**src/rtl/lfsr_stim_pkg.sv**
```systemverilog
// Shared types and pure helpers for the LFSR stimulus / MISR signature block.
package lfsr_stim_pkg;

    typedef enum logic [1:0] {
        IDLE = 2'd0,
        RUN  = 2'd1,
        DONE = 2'd2
    } state_t;

    localparam logic [15:0] DEF_LFSR_POLY = 16'hB400;
    localparam logic [31:0] DEF_MISR_POLY = 32'hEDB88320;

    // Helpers work on a fixed maximum width; callers zero-extend in and truncate out.
    localparam int unsigned MAX_STATE_W = 64;
    localparam int unsigned MAX_IDX_W   = 6;
    localparam int unsigned MAX_RESP_W  = 256;

    // Right-shifting Galois step; upper bits beyond the caller's width stay zero.
    function automatic logic [MAX_STATE_W-1:0] galois_step(
        input logic [MAX_STATE_W-1:0] s,
        input logic [MAX_STATE_W-1:0] poly
    );
        logic [MAX_STATE_W-1:0] shifted;
        shifted = s >> 1;
        return s[0] ? (shifted ^ poly) : shifted;
    endfunction

    // XOR of all misr_w-wide chunks of the low resp_w bits of r (last chunk zero-padded).
    function automatic logic [MAX_STATE_W-1:0] fold(
        input logic [MAX_RESP_W-1:0] r,
        input int unsigned           resp_w,
        input int unsigned           misr_w
    );
        logic [MAX_STATE_W-1:0] acc;
        acc = '0;
        for (int unsigned i = 0; i < MAX_RESP_W; i++) begin
            if (i < resp_w) begin
                acc[MAX_IDX_W'(i % misr_w)] = acc[MAX_IDX_W'(i % misr_w)] ^ r[i];
            end
        end
        return acc;
    endfunction

endpackage

```
**src/rtl/lfsr_channel.sv**
```systemverilog
// One Galois LFSR stimulus channel with a synthesis-time seed.
module lfsr_channel
    import lfsr_stim_pkg::*;
#(
    parameter int unsigned     WIDTH = 16,
    parameter logic [WIDTH-1:0] POLY = WIDTH'(DEF_LFSR_POLY),
    parameter logic [WIDTH-1:0] SEED = WIDTH'(1)
) (
    input  logic             clk,
    input  logic             reset,
    input  logic             load,
    input  logic             step,
    output logic [WIDTH-1:0] value
);

    // Seed on reset or load; load beats step so a restart always lands on the seed.
    always_ff @(posedge clk or posedge reset) begin
        if (reset) begin
            value <= SEED;
        end else if (load) begin
            value <= SEED;
        end else if (step) begin
            value <= WIDTH'(galois_step(MAX_STATE_W'(value), MAX_STATE_W'(POLY)));
        end
    end

endmodule

```
**src/rtl/lfsr_stimulus_misr.sv**
```systemverilog
// Run-controlled LFSR stimulus generator with MISR response compaction.
module lfsr_stimulus_misr
    import lfsr_stim_pkg::*;
#(
    parameter int unsigned           NUM_CH     = 9,
    parameter int unsigned           CH_WIDTH   = 16,
    parameter logic [CH_WIDTH-1:0]   LFSR_POLY  = CH_WIDTH'(DEF_LFSR_POLY),
    parameter int unsigned           SEED_BASE  = 3,
    parameter int unsigned           SEED_STEP  = 2,
    parameter int unsigned           RESP_WIDTH = 64,
    parameter int unsigned           MISR_WIDTH = 32,
    parameter logic [MISR_WIDTH-1:0] MISR_POLY  = MISR_WIDTH'(DEF_MISR_POLY),
    parameter int unsigned           CNT_WIDTH  = 16
) (
    input  logic                         clk,
    input  logic                         reset,
    input  logic                         start,
    input  logic                         pause,
    input  logic [CNT_WIDTH-1:0]         run_cycles,
    input  logic [RESP_WIDTH-1:0]        resp_in,
    output logic [NUM_CH*CH_WIDTH-1:0]   stim_out,
    output logic                         stim_valid,
    output logic [MISR_WIDTH-1:0]        signature,
    output logic                         busy,
    output logic                         done
);

    state_t               state_q, state_d;
    logic [CNT_WIDTH-1:0] cnt_q;
    logic                 free_run_q;
    logic                 load_c, step_c;
    logic [MISR_WIDTH-1:0] misr_next_c;

    // Stimulus channels; seeds wrap modulo 2^CH_WIDTH and a zero seed becomes 1.
    for (genvar i = 0; i < NUM_CH; i++) begin : g_ch
        localparam logic [CH_WIDTH-1:0] RAW_SEED = CH_WIDTH'(SEED_BASE + SEED_STEP * i);
        localparam logic [CH_WIDTH-1:0] CH_SEED  = (RAW_SEED == '0) ? CH_WIDTH'(1) : RAW_SEED;

        lfsr_channel #(
            .WIDTH (CH_WIDTH),
            .POLY  (LFSR_POLY),
            .SEED  (CH_SEED)
        ) u_ch (
            .clk   (clk),
            .reset (reset),
            .load  (load_c),
            .step  (step_c),
            .value (stim_out[i*CH_WIDTH +: CH_WIDTH])
        );
    end

    // State register.
    always_ff @(posedge clk or posedge reset) begin
        if (reset) begin
            state_q <= IDLE;
        end else begin
            state_q <= state_d;
        end
    end

    // Next state and step/load strobes; start overrides pause and the terminal step.
    always_comb begin
        state_d = state_q;
        load_c  = 1'b0;
        step_c  = 1'b0;
        if (start) begin
            state_d = RUN;
            load_c  = 1'b1;
        end else if (state_q == RUN && !pause) begin
            step_c = 1'b1;
            if (!free_run_q && cnt_q == CNT_WIDTH'(1)) begin
                state_d = DONE;
            end
        end
    end

    // Next MISR value: Galois shift then absorb the folded response.
    always_comb begin
        misr_next_c = MISR_WIDTH'(galois_step(MAX_STATE_W'(signature), MAX_STATE_W'(MISR_POLY)))
                    ^ MISR_WIDTH'(fold(MAX_RESP_W'(resp_in), RESP_WIDTH, MISR_WIDTH));
    end

    // Run-length counter, free-run flag and signature register.
    always_ff @(posedge clk or posedge reset) begin
        if (reset) begin
            cnt_q      <= '0;
            free_run_q <= 1'b0;
            signature  <= '0;
        end else if (load_c) begin
            cnt_q      <= run_cycles;
            free_run_q <= (run_cycles == '0);
            signature  <= '0;
        end else if (step_c) begin
            signature <= misr_next_c;
            if (!free_run_q) begin
                cnt_q <= cnt_q - CNT_WIDTH'(1);
            end
        end
    end

    // Status flags registered alongside the state.
    always_ff @(posedge clk or posedge reset) begin
        if (reset) begin
            busy <= 1'b0;
            done <= 1'b0;
        end else begin
            busy <= (state_d == RUN);
            done <= (state_d == DONE);
        end
    end

    assign stim_valid = busy && !pause;

endmodule

```
**config.mk**
```make
export PLATFORM = sky130hd
export DESIGN_NAME = lfsr_stimulus_misr
export DESIGN_NICKNAME = d
export VERILOG_FILES = /design/src/rtl/lfsr_stim_pkg.sv /design/src/rtl/lfsr_channel.sv /design/src/rtl/lfsr_stimulus_misr.sv
export SDC_FILE = /design/constraint.sdc
export NUM_CORES = 1
export LEC_CHECK = 0
export BUFFER_PORTS_ARGS = -buffer_cell sky130_fd_sc_hd__buf_2
export CELL_PAD_IN_SITES_DETAIL_PLACEMENT = 1
export CELL_PAD_IN_SITES_GLOBAL_PLACEMENT = 1
export CORE_MARGIN = 8
export CORE_UTILIZATION = 41
export DETAILED_ROUTE_END_ITERATION = 10
export PLACE_DENSITY = 0.77
export SETUP_SLACK_MARGIN = 0.02
export SYNTH_ARGS = -nofsm -noshare
export SYNTH_HDL_FRONTEND = slang
export SYNTH_HIERARCHICAL = 1
export SYNTH_SLANG_ARGS = --single-unit
```
**constraint.sdc**
```tcl
create_clock -name clk -period 3.7 [get_ports clk]
set_clock_uncertainty 0.15 [all_clocks]
set_input_delay 0.37 -clock clk [delete_from_list [all_inputs] [get_ports clk]]
set_output_delay 0.37 -clock clk [all_outputs]
set_load 0.02 [all_outputs]
```
==> out/results.ini <==
[run_status]
outcome = complete, no violations

[floorplanning]
die_y_um = 169
num_rows = 56
core_um2 = 23200
initial_core_util_pct = 41.3
ios = 263
die_w_um = 169
die-area_um2 = 28500

[critical_path]
startpoint = state_q[1]$_DFF_PP0_
cp.required_ps = 3910
cp_max_fo = 123
path_cells = inv_1 -> nand3_1 -> buf_4 -> nor2_4 -> buf_12 -> and2b_2 -> a211o_2
critPathKind = reg -> reg
cpMaxStageDelayCell = buf_12
start_kind = flip-flop
arrival_ps = 2700
slowest_delay_ps = 440
endpoint_kind = flip-flop
r2r_setup_slack_ps = 1210
worstRegToRegCells = 7
r2r-end = g_ch[0].u_ch/value[1]$_DFFE_PP1P_
rr_startpoint = state_q[1]$_DFF_PP0_
critPathCapture = g_ch[0].u_ch/value[1]$_DFFE_PP1P_

[synth]
synthXorXnorAreaFrac_pct = 10.2
yosys_warnings = 6
synth_edf_count = 0
synthFlopType = dfrtp_1
synth_top_family_by_area = simple AND/OR/NAND/NOR gates
synth_compound_area_share_pct = 9.90
synthAdderAreaFrac_pct = 0.261
synth_fp_nets = 921
synthArstFlopShare_pct = 100
postSynthAreaPerCell_um2 = 11.5
synth_top_area_cell = dfrtp_1
synthMuxAreaShare_pct = 9.71
synth_seq_cells = 197
synthCells = 835
syn-cell-area_um2 = 9580
synthTopCellsByArea = dfrtp_1, mux2i_1, xnor2_1
seq_area_frac_synth_pct = 51.7
synth.top_cell.area_share_pct = 45.2
synth_cell_types = 46
yosys.area_share.simple_pct = 12.9

[drt]
first_pass_iters = 4
final_antenna_net_count = 0
viasPerCell = 4.97
drc = 0
routedWlPerCell_um = 18.2
drt-initial-drc-count = 294
num_vias = 6974
wirelength_um = 25600

[clocking]
cts_tree = built
cts.clk_slew.worst_paths_ps = 80
cts_resized = 0
root_buffer = clkbuf_16
htreeDepth = 4
cts_buffers = 17
clock_path_buffers = 2
ctsHoldBuffers = 1
cts.sinks = 197
post_cts.repair.setup_buffers = 0
clock_latency_ps = 430

[timing]
rsz0062_at_grt = false
fmax_mhz = 401
fin_tns_setup_ps = 0
finalSetupViolations = 0
worst_pin_slew_ps = 921
drv_slew = 0
max-slew-margin-rel_pct = 38.6
post-route-min-period_ps = 2490
fin_ws_ps = 1210
period_share_pct = 67.4
holdWs_ps = 24.9
final-hold-violation-count = 0

[pwr]
max-vdd-ir-drop_uv = 214
powerDensity_nw_per_um2 = 451
leakage_nw = 5.52

[placed_design]
place_area_um2 = 11000
place.gp.congestion = 0.818
port_buffers = 262
place_ws_ps = 1200
dpl.hpwl_um = 18400

[finish]
multi_input_area_um2 = 4130
final_cell_mix = buf_2, dfrtp_1, nor2_1
diodes = 0
final_layout_size_suffix_gt1_share_pct = 39.2
seq_area_um2 = 4960
finalNetCount = 1157
final_common_cell = buf_2
area_growth_pct = 20.8
final_util_pct = 49.9
nFillCells = 2589
stdcell_area_um2 = 11600

[hold_path]
hold_class = in -> async

[grt]
grt_pass1_vias = 7799
use_met1_pct = 21.8
met3_usage_pct = 5.17
grt_busiest_layer = met2
grt_max_degree = 124
grt_use_met2_pct = 30.8
antenna_found_initial = 0
grt_pass1_wl_um = 41800
grtUsageTotal_pct = 18.0
grt_overflow = 0

[job]
drv_cap = 0

## synth_stat cells (4+ instances only)
cell type  count
dfrtp_1      173
nor2_1       116
mux2i_1       93
xnor2_1       79
nand2_1       50
xor2_1        33
a211oi_2      27
nor2_2        27
dfstp_2       24
a21oi_1       21
a211o_2       20
and2b_2       20
clkbuf_1      15
inv_1         15
a211oi_1      13
buf_2         13
o21ai_0       13
buf_12         9
buf_6          9
clkbuf_2       8
a31oi_1        5
or3_1          5
a211o_1        4
and2b_1        4
nor4_1         4
o31a_1         4
## state kept, by name, summed over array words and instances (netlist names)
register	count
free_run_q	1
g_ch.u_ch/value	144
cnt_q	16
state_q	2
busy	1
done	1
signature	32
## worst max-delay path: cells and delay by family, from the launching register on
family | cells | cell delay, ps
compound gates | 1 | 300
buf+inv | 3 | 780
flops | 1 | 410
simple gates | 3 | 550
## final cells by class
class / instances / area share, %
flip-flops and latches: 197 / 42.8
multi-input cells: 569 / 35.7
repair buffers: 271 / 12.2
clock buffers: 18 / 3.71
well taps: 319 / 3.45
clock inverters: 14 / 1.63
inverters: 15 / 0.486
## power breakdown
group / internal, mW / switching [mW] / leakage [nW]
logic: 0.361 / 0.509 / 2.66
registers: 2.28 / 0.140 / 2.56
clock network: 1.04 / 0.900 / 0.299
## logic make-up after synthesis
family / Yosys count
buf+inv: 69
simple gates: 250
flops: 197
mux: 93
xor+xnor: 112
compound gates: 112
fa+ha+maj: 2
## metrics by stage
step	power, mW	instances
after floorplan	3.07	835
after global placement	3.32	1370
after detailed placement	3.34	1370
after CTS	5.32	1403
after global routing	5.47	1403
final	5.23	1403
## metal layers
| metal | part of all wire (%) | vias to the layer above |
|---|---|---|
| met5 | 0 | - |
| met4 | 1.3 | 0 |
| met3 | 6.3 | 19 |
| met2 | 49 | 189 |
| met1 | 43 | 3487 |
| li1 | - | 3279 |
## worst min path at each step
stage                                                 start                                  to  slack, ps  cells past startpoint
after global placement    g_ch[4].u_ch/value[2]$_DFFE_PP0P_   g_ch[4].u_ch/value[1]$_DFFE_PP1P_        350                      1
after CTS                                     run_cycles[3]                cnt_q[3]$_DFFE_PP0P_          7                      3
after detailed placement  g_ch[4].u_ch/value[4]$_DFFE_PP0P_   g_ch[4].u_ch/value[3]$_DFFE_PP1P_        360                      1
after floorplan                                       reset  g_ch[6].u_ch/value[10]$_DFFE_PP0P_        130                      1
final                                                 reset  g_ch[2].u_ch/value[15]$_DFFE_PP0P_         20                      2
after global routing                          run_cycles[3]                cnt_q[3]$_DFFE_PP0P_         30                      3
(Power assumes the default switching activity.)
